==> config.mk <==
export PLATFORM = sky130hd
export DESIGN_NAME = seq_det_ctrl
export DESIGN_NICKNAME = d
export VERILOG_FILES = /design/src/rtl/seq_det_pkg.sv /design/src/rtl/seq_det_match.sv /design/src/rtl/seq_det_ctrl.sv
export SDC_FILE = /design/constraint.sdc
export NUM_CORES = 1
export LEC_CHECK = 0
export ABC_AREA = 1
export CORE_MARGIN = 5
export CORE_UTILIZATION = 45
export CTS_CLUSTER_DIAMETER = 60
export CTS_CLUSTER_SIZE = 25
export DETAILED_ROUTE_END_ITERATION = 8
export GPL_TIMING_DRIVEN = 0
export HOLD_SLACK_MARGIN = 0.03
export PLACE_DENSITY = 0.72
export SLEW_MARGIN = 5
export SYNTH_ARGS = -nofsm -noshare
export SYNTH_HDL_FRONTEND = slang
export SYNTH_SLANG_ARGS = --single-unit
==> constraint.sdc <==
create_clock -name clk -period 2.45 [get_ports clk]
set_clock_uncertainty 0.15 [all_clocks]
set_input_delay 0.6125 -clock clk [delete_from_list [all_inputs] [get_ports clk]]
set_output_delay 0.6125 -clock clk [all_outputs]
set_load 0.01 [all_outputs]
==> src/rtl/seq_det_pkg.sv <==
// Shared types and reset-time defaults for the programmable sequence detector.
// Optional sticky interrupt is enabled in the top with SEQ_DET_IRQ_EN.
package seq_det_pkg;

  typedef enum logic [1:0] {
    IDLE = 2'd0,
    FILL = 2'd1,
    RUN  = 2'd2
  } state_t;

  // Default pattern is "101", bit0 being the most recent sample.
  localparam int   DEF_PATTERN = 5;
  localparam int   DEF_LEN     = 3;
  localparam logic DEF_OVERLAP = 1'b1;

endpackage

==> src/rtl/seq_det_match.sv <==
// Combinational compare of the low i_len bits of the shift history
// against the loaded pattern; bits at or above i_len are ignored.
module seq_det_match
  import seq_det_pkg::*;
#(
  parameter int PAT_MAX = 8,
  parameter int LEN_W   = $clog2(PAT_MAX + 1)
) (
  input  logic [PAT_MAX-1:0] i_hist,
  input  logic [PAT_MAX-1:0] i_pattern,
  input  logic [LEN_W-1:0]   i_len,
  output logic               o_match
);

  logic [PAT_MAX-1:0] w_mask;

  always_comb begin
    w_mask = '0;
    for (int i = 0; i < PAT_MAX; i++) begin
      if (i < int'(i_len)) w_mask[i] = 1'b1;
    end
  end

  assign o_match = (((i_hist ^ i_pattern) & w_mask) == '0);

endmodule

==> src/rtl/seq_det_ctrl.sv <==
// Programmable serial sequence detector: config handshake, IDLE/FILL/RUN
// control, overlap/non-overlap matching, saturating match counter.
// Define SEQ_DET_IRQ_EN to add a sticky match interrupt cleared by irq_ack.
//
// Config handshake: a transfer happens on a rising clk edge where
// cfg_valid && cfg_ready; cfg_ready is high only in IDLE, and the master
// holds its request until accepted.
module seq_det_ctrl
  import seq_det_pkg::*;
#(
  parameter int PAT_MAX = 8,
  parameter int CNT_W   = 8
) (
  input  logic                         clk,
  input  logic                         reset,
  input  logic                         cfg_valid,
  output logic                         cfg_ready,
  input  logic [PAT_MAX-1:0]           cfg_pattern,
  input  logic [$clog2(PAT_MAX+1)-1:0] cfg_len,
  input  logic                         cfg_overlap,
  input  logic                         start,
  input  logic                         stop,
  input  logic                         x_valid,
  input  logic                         x,
  output logic                         z,
  output logic                         busy,
  input  logic                         cnt_clr,
  output logic [CNT_W-1:0]             match_cnt,
  output logic                         irq,
  input  logic                         irq_ack,
  output logic [1:0]                   dbg_state
);

  localparam int LEN_W = $clog2(PAT_MAX + 1);
  localparam logic [LEN_W-1:0] MAX_LEN = LEN_W'(PAT_MAX);

  state_t             r_state, w_state_nxt;
  logic [PAT_MAX-1:0] r_hist, w_hist_nxt;
  logic [LEN_W-1:0]   r_fill, w_fill_nxt;
  logic [PAT_MAX-1:0] r_pattern;
  logic [LEN_W-1:0]   r_len;
  logic               r_overlap;
  logic               r_z;
  logic [CNT_W-1:0]   r_cnt;

  logic [LEN_W-1:0]   w_cfg_len;
  logic [LEN_W:0]     w_fill_inc;
  logic [LEN_W:0]     w_len_ext;
  logic [PAT_MAX-1:0] w_hist_shift;
  logic               w_active;
  logic               w_eval;
  logic               w_cmp;
  logic               w_match;
  logic               w_cfg_fire;

  assign cfg_ready  = (r_state == IDLE);
  assign busy       = (r_state != IDLE);
  assign dbg_state  = r_state;
  assign z          = r_z;
  assign match_cnt  = r_cnt;
  assign w_cfg_fire = cfg_valid && cfg_ready;

  // Length 0 would match everything; treat it as a single-bit pattern.
  always_comb begin
    w_cfg_len = cfg_len;
    if (cfg_len == '0)          w_cfg_len = LEN_W'(1);
    else if (cfg_len > MAX_LEN) w_cfg_len = MAX_LEN;
  end

  always_ff @(posedge clk) begin
    if (reset) begin
      r_pattern <= PAT_MAX'(DEF_PATTERN);
      r_len     <= LEN_W'(DEF_LEN);
      r_overlap <= DEF_OVERLAP;
    end else if (w_cfg_fire) begin
      r_pattern <= cfg_pattern;
      r_len     <= w_cfg_len;
      r_overlap <= cfg_overlap;
    end
  end

  assign w_fill_inc   = {1'b0, r_fill} + (LEN_W + 1)'(1);
  assign w_len_ext    = {1'b0, r_len};
  assign w_hist_shift = {r_hist[PAT_MAX-2:0], x};
  assign w_active     = (r_state != IDLE);
  // stop wins over a same-cycle sample, so such a sample never matches.
  assign w_eval       = w_active && !stop && x_valid && (w_fill_inc >= w_len_ext);
  assign w_match      = w_eval && w_cmp;

  seq_det_match #(
    .PAT_MAX (PAT_MAX),
    .LEN_W   (LEN_W)
  ) u_match (
    .i_hist    (w_hist_shift),
    .i_pattern (r_pattern),
    .i_len     (r_len),
    .o_match   (w_cmp)
  );

  always_ff @(posedge clk) begin
    if (reset) begin
      r_state <= IDLE;
      r_hist  <= '0;
      r_fill  <= '0;
    end else begin
      r_state <= w_state_nxt;
      r_hist  <= w_hist_nxt;
      r_fill  <= w_fill_nxt;
    end
  end

  always_comb begin
    w_state_nxt = r_state;
    w_hist_nxt  = r_hist;
    w_fill_nxt  = r_fill;
    unique case (r_state)
      IDLE: begin
        if (start) begin
          w_state_nxt = FILL;
          w_hist_nxt  = '0;
          w_fill_nxt  = '0;
        end
      end
      FILL, RUN: begin
        if (stop) begin
          w_state_nxt = IDLE;
        end else if (x_valid) begin
          w_hist_nxt = w_hist_shift;
          if (w_fill_inc >= w_len_ext) begin
            w_state_nxt = RUN;
            w_fill_nxt  = r_len;
          end else begin
            w_fill_nxt  = w_fill_inc[LEN_W-1:0];
          end
          // Non-overlap: restart the fill count so matched bits are not reused.
          if (w_match && !r_overlap) begin
            w_state_nxt = FILL;
            w_fill_nxt  = '0;
          end
        end
      end
      default: begin
        w_state_nxt = IDLE;
      end
    endcase
  end

  always_ff @(posedge clk) begin
    if (reset) r_z <= 1'b0;
    else       r_z <= w_match;
  end

  always_ff @(posedge clk) begin
    if (reset)                        r_cnt <= '0;
    else if (cnt_clr)                 r_cnt <= '0;
    else if (w_match && r_cnt != '1)  r_cnt <= r_cnt + CNT_W'(1);
  end

`ifdef SEQ_DET_IRQ_EN
  logic r_irq;

  // Set has priority over a same-cycle acknowledge.
  always_ff @(posedge clk) begin
    if (reset)        r_irq <= 1'b0;
    else if (w_match) r_irq <= 1'b1;
    else if (irq_ack) r_irq <= 1'b0;
  end

  assign irq = r_irq;
`else
  logic w_unused_irq_ack;
  assign w_unused_irq_ack = irq_ack;
  assign irq = 1'b0;
`endif

endmodule

==> results.toml, run 1 <==
[run_status]
status = "complete, no violations"

[synth]
yosys_warnings = 0
synth_ff_type = "dfxtp_1"
ys_seq_area_frac = 0.366
ys_seq_elements = 35
synth_edf_count = 0
syn_area_per_cell_um2 = 6.89
syn_area_um2 = 1920
synthCells = 278
synthArstFlopShare = 0
synthesis.nets = 308
ys_types = 31

[cells_and_area]
antenna_cells = 0
drive_gt1_frac = 0.120
fin_cells = 374
area_growth_pct = 29.8
layout.nets = 353
fin_util = 0.613

[setup_path]
crit_required_ps = 2460
crit_chain = "ha_2 > xor2_2 > ha_1 > nand2_1 > nand2_1 > nand2_1 > nand2_2 > nor2_4 > buf_4 > buf_4 > inv_1 > o211ai_1 > a21oi_1"
crit_fanout = 4
cp.arrival_ps = 2310
endpoint = "r_fill[1]"
r2r-end = "r_fill[1]"
reg2reg_from = "r_fill[1]"
criticalPathCategory = "flip-flop to flip-flop"
critPathLaunch = "r_fill[1]"
start_kind = "flip-flop"
end_kind = "flip-flop"
slowest_stage = "dfxtp_1"
cpMostUsedCell = "nand2_1"
r2r_cells = 13
r2r_slack_ps = 140
cpPeakStageDelay_ps = 370

[hold_path]
hold_path_startpoint = "r_pattern[4]"
min_path_type = "flip-flop to flip-flop"

[detailed_routing]
via_per_inst = 4.86
drt_iter0_drc = 41
drt_wl_total_um = 4400
vias = 1817
wl_per_cell_um = 11.8
ant_nets = 0
drcViolationCount = 0
dr.pass1.iters = 4

[sta]
fmax_mhz = 433
slew_viol_final = 0
min_period_over_period = 0.942
post-route-min-period_ps = 2310
setup_violations = 0
hold_viol = 0
tightest_slew_ps = 502
max-slew-margin-rel = 0.665

[clock_tree]
holdBufCountCts = 0
cts.sinks = 35
worstSkewPairLatency_ps = 290
cts_tree = "done"
numCtsBuffers = 5
clock_path_buffers = 2
htreeDepth = 2
path_clk_slew_ps = 70
cts-root-buf = "clkbuf_8"

[die]
pin_count = 36
start_util = 0.472
coreArea_um2 = 4060
die-area_um2 = 5660
fp.dieW_um = 75.2
num_rows = 23
dieHeight_um = 75.2

[placed_design]
dpl.cell_count = 360
io_buffers = 32
hpwlAfterDp_um = 3210
routabilityCongestion = 0.853

[grt]
grt_max_degree = 11
grt_pass1_vias = 1591
overflow = 0
antenna_found_initial = 0
track_usage = 0.159
grt_pass1_wl_um = 6870

[power]
powerDensity_nw_per_um2 = 956
cellLeakagePower_nw = 1.07
ir_drop_mv = 0.454

[run]
cap_violations = 0
-- flip-flops by register name (all words and copies together), names as in the netlist --
name       cells
r_hist         7
dbg_state      2
r_overlap      1
r_fill         4
r_len          4
z              1
match_cnt      8
r_pattern      8
-- cell families after synthesis --
group	count (synthesis)	share of synthesized area
AOI/OAI and AO/OA	46	0.136
xor gates and xnor gates	7	0.0320
adders and majority gates	8	0.0523
buffers and inverters	40	0.0810
DFF	35	0.366
other	1	0.00196
and+or+nand+nor	141	0.331
-- repair_timing --
item                       CTS  global route
setup buffers                0             6
setup endpoints to repair    0            14
resized for setup            0            15
-- metrics by stage --
stage / TNS, ps / power (mW) / area, um^2 / setup slack [ps] / hold slack (ps)
2_1_floorplan: 0 / 1.47 / 1920 / 230 / 293
3_3_place_gp: -272 / 1.73 / 2300 / -69.8 / 310
3_5_place_dp: -248 / 1.74 / 2300 / -56.8 / 316
4_1_cts: 0 / 2.20 / 2400 / 6.49 / 326
5_1_grt: -54.5 / 2.58 / 2490 / -34.5 / 359
6_report: 0 / 2.38 / 2490 / 142 / 323
-- cell type report --
cell class              instances  area (um^2)
multi-input cells             203         1090
repair buffers                 38          368
inverters                      34          133
clock buffers                   8          100
plain buffers                   6         26.3
flip-flops and latches         35          704
fillers                       373         1570
well taps                      50         62.6
-- cell usage in the layout, fill, tap and decap left out, types with 2 or more instances in the layout --
| cell type | n |
|---|---|
| a21oi_1 | 24 |
| buf_4 | 7 |
| clkbuf_1 | 6 |
| clkbuf_8 | 7 |
| clkdlybuf4s50_1 | 31 |
| dfxtp_1 | 34 |
| ha_1 | 7 |
| inv_1 | 28 |
| inv_2 | 4 |
| nand2_1 | 81 |
| nand2_2 | 4 |
| nand3_1 | 14 |
| nand3_2 | 4 |
| nor2_1 | 26 |
| nor2_2 | 2 |
| nor2_4 | 3 |
| nor3_1 | 2 |
| o211ai_1 | 7 |
| o21ai_0 | 8 |
| o21ai_1 | 3 |
| or2_1 | 2 |
| xor2_1 | 4 |
| xor2_2 | 2 |
-- worst min path at each step --
stage | endpoint | slack, ps | depth (start not counted)
after detailed placement | r_pattern[3] | 320 | 2
after global placement | r_pattern[4] | 310 | 2
after global routing | r_pattern[6] | 360 | 2
after CTS | r_pattern[3] | 330 | 2
final | r_pattern[4] | 320 | 2
after floorplan | r_pattern[4] | 290 | 2
-- layer usage --
layer,share of wire,global-route usage,vias to the layer above
met5,0,0,-
met2,0.46,0.252,32
met1,0.49,0.213,809
li1,-,-,971
met3,0.041,0.0334,5
met4,0.010,0.0583,0
-- power by group --
part           internal [mW]  total [mW]  switching, mW  leakage (nW)
sequential             0.674       0.768         0.0947         0.286
combinational          0.488        1.15          0.662         0.729
clock                  0.256       0.456          0.200        0.0515
total                   1.42        2.38          0.957          1.07
-- synth_stat cells, drive strengths merged (2+ instances only) --
master | instances | area [um^2]
dfxtp | 35 | 701
or2 | 2 | 12.5
nor3 | 2 | 10.0
nor2 | 32 | 161
o211ai | 7 | 52.6
xor2 | 6 | 52.6
clkbuf | 5 | 18.8
clkinv | 2 | 8.75
o21ai | 11 | 55.1
a21oi | 25 | 129
ha | 8 | 100
inv | 32 | 120
nand2 | 85 | 327
nand3 | 19 | 118
-- critical path, delay by kind of cell (launching register included) --
family,cells,cell delay (ps)
XOR/XNOR,1,180
AO/OA/AOI/OAI,2,250
adder cells (fa/ha/maj),2,480
AND/OR/NAND/NOR,5,420
flip-flops,1,370
buffers and inverters,3,310
No activity file was read; power rests on OpenSTA's default activity.
==> run 2, diff against run 1 <==
--- a/config.mk
+++ b/config.mk
@@ -13,7 +13,7 @@
 export DETAILED_ROUTE_END_ITERATION = 8
 export GPL_TIMING_DRIVEN = 0
 export HOLD_SLACK_MARGIN = 0.03
-export PLACE_DENSITY = 0.72
+export PLACE_DENSITY = 0.74
 export SLEW_MARGIN = 5
 export SYNTH_ARGS = -nofsm -noshare
 export SYNTH_HDL_FRONTEND = slang
==> constraint.sdc (replaced) <==
create_clock -name clk -period 2.1 [get_ports clk]
set_clock_uncertainty 0.15 [all_clocks]
set_input_delay 0.525 -clock clk [delete_from_list [all_inputs] [get_ports clk]]
set_output_delay 0.525 -clock clk [all_outputs]
set_load 0.01 [all_outputs]
==> run 2 against run 1 <==
Compared with the run above:
- the flow now finishes with violations (negative setup slack)
- final cell count is 0.80% higher
- clock power is 18% higher
- first-iteration DRC count is 85% higher
- sequential share of layout area is 1.4 points lower
==> results.toml, run 2 (synthesis results as in run 1) <==
[run_status]
status = "finished with violations"
violations = "negative setup slack"

[run]
cap_violations = 0

[cells_and_area]
layout_common_cells = "nand2_1 (74), dfxtp_1 (31), clkdlybuf4s50_1 (30)"
drive_gt1_frac = 0.214
antenna_cells = 0
n_fill_cell = 368
layout.nets = 356
area_growth_pct = 38.4
final_common_cell = "nand2_1"
fin_cells = 377

[setup_path]
crit_family = "simple AND/OR/NAND/NOR gates"
critPathLaunch = "r_fill[1]"
cp.depth = 14
reg2reg_from = "r_fill[1]"
slowest_stage = "dfxtp_4"
criticalPathCategory = "flip-flop to flip-flop"
crit_required_ps = 2190
crit_chain = "ha_4 > xor2_2 > ha_1 > nand2_1 > inv_2 > nand3_4 > nor2_4 > nor2_4 > nor2_8 > nand3_4 > clkinv_4 > nand2_2 > or2_1 > a21oi_2"
crit_fanout = 5
cp.arrival_ps = 2360
end_kind = "flip-flop"
r2r_cells = 14
path_buf_inv = 2
cpPeakStageDelay_ps = 370
start_kind = "flip-flop"

[sta]
max-slew-margin-rel = 0.649
finalWorstSetupSlack_ps = -169
slew_viol_final = 0
rsz0062_at_grt = "true"
holdWs_ps = 319
fmax_mhz = 441
min_period_over_period = 1.08
setup_violations = 14
tightest_slew_ps = 526
post-route-min-period_ps = 2270
hold_viol = 0

[detailed_routing]
drt_iter0_drc = 76
wl_per_cell_um = 12.4
vias = 1860
drcViolationCount = 0
drt_wl_total_um = 4660
via_per_inst = 4.93
ant_nets = 0
dr.pass1.iters = 4

[placed_design]
dpl.cell_count = 360
hpwlAfterDp_um = 3220
io_buffers = 32
routabilityCongestion = 0.830

[clock_tree]
holdBufCountCts = 0
path_clk_slew_ps = 80
cts_tree = "done"
cts.sinks = 35
numCtsBuffers = 5
cts-root-buf = "clkbuf_8"
clock_path_buffers = 2
worstSkewPairLatency_ps = 300
htreeDepth = 2

[power]
cellLeakagePower_nw = 1.12
ir_drop_mv = 0.550
powerDensity_nw_per_um2 = 1080

[die]
dieHeight_um = 75.2
coreArea_um2 = 4060
pin_count = 36
die-area_um2 = 5660
start_util = 0.472
num_rows = 23
fp.dieW_um = 75.2

[grt]
grt_max_degree = 13
overflow = 0
antenna_found_initial = 0
grt_pass1_wl_um = 7270
track_usage = 0.171
grt_pass1_vias = 1659

[hold_path]
hold_path_startpoint = "r_pattern[4]"
holdPathStages = 2
min_path_type = "flip-flop to flip-flop"
-- run 2: cell count changes in the layout (fill, tap and decap cells not counted), moves of 3 or more --
cell and delta:
buf_6 +3, dfxtp_1 -3, nand3_4 +3, nand3_1 -3
nand2_2 +5, o21ai_2 +3, a21oi_2 +5, nand2_1 -7
a21oi_1 -5
-- run 2: worst min-delay path, stage by stage (launching register included) --
cell and delay (ps):
dfxtp_1 310, inv_1 60, a21oi_1 50
-- run 2: final timing paths --
check                      end  slack, ps
hold / removal    r_pattern[4]        320
setup reg to reg  match_cnt[6]       -170
hold reg to reg   r_pattern[4]        320
setup / recovery  match_cnt[6]       -170
-- run 2: power breakdown --
group	switching, mW	internal [mW]
logic	0.845	0.574
registers	0.116	0.793
clock network	0.270	0.268
total	1.23	1.63
-- run 2: final cells by class --
class	instances	area (um^2)	area share
Timing Repair Buffer	41	397	0.150
Multi-Input combinational cell	203	1220	0.460
Inverter	34	133	0.0500
Tap cell	50	62.6	0.0236
Sequential cell	35	713	0.269
Buffer	6	27.5	0.0104
Clock buffer	6	82.6	0.0311
Clock inverter	2	16.3	0.00613
-- run 2: routing by layer --
layer / share of wire / vias up / GRT usage
li1: - / 984 / -
met3: 0.049 / 7 / 0.0441
met2: 0.49 / 35 / 0.278
met5: 0 / - / 0
met1: 0.45 / 834 / 0.213
met4: 0.017 / 0 / 0.0757
-- run 2: through the flow --
step           worst slack, ps  cell area, um^2  utilization  total power [mW]  TNS, ps
2_1_floorplan            -57.1             1930            -              1.74    -57.1
3_3_place_gp              -351             2320        0.571              2.04    -4000
3_5_place_dp              -359             2320        0.571              2.06    -4440
4_1_cts                  -93.9             2520        0.621              2.75     -810
5_1_grt                   -289             2650        0.653              3.09    -2700
6_report                  -169             2650        0.653              2.87     -917
-- run 2: repair_timing --
action	4_1_cts	5_1_grt
pin swaps	7	8
buffers inserted	8	1
resized for setup	15	36
setup endpoints to repair	16	23
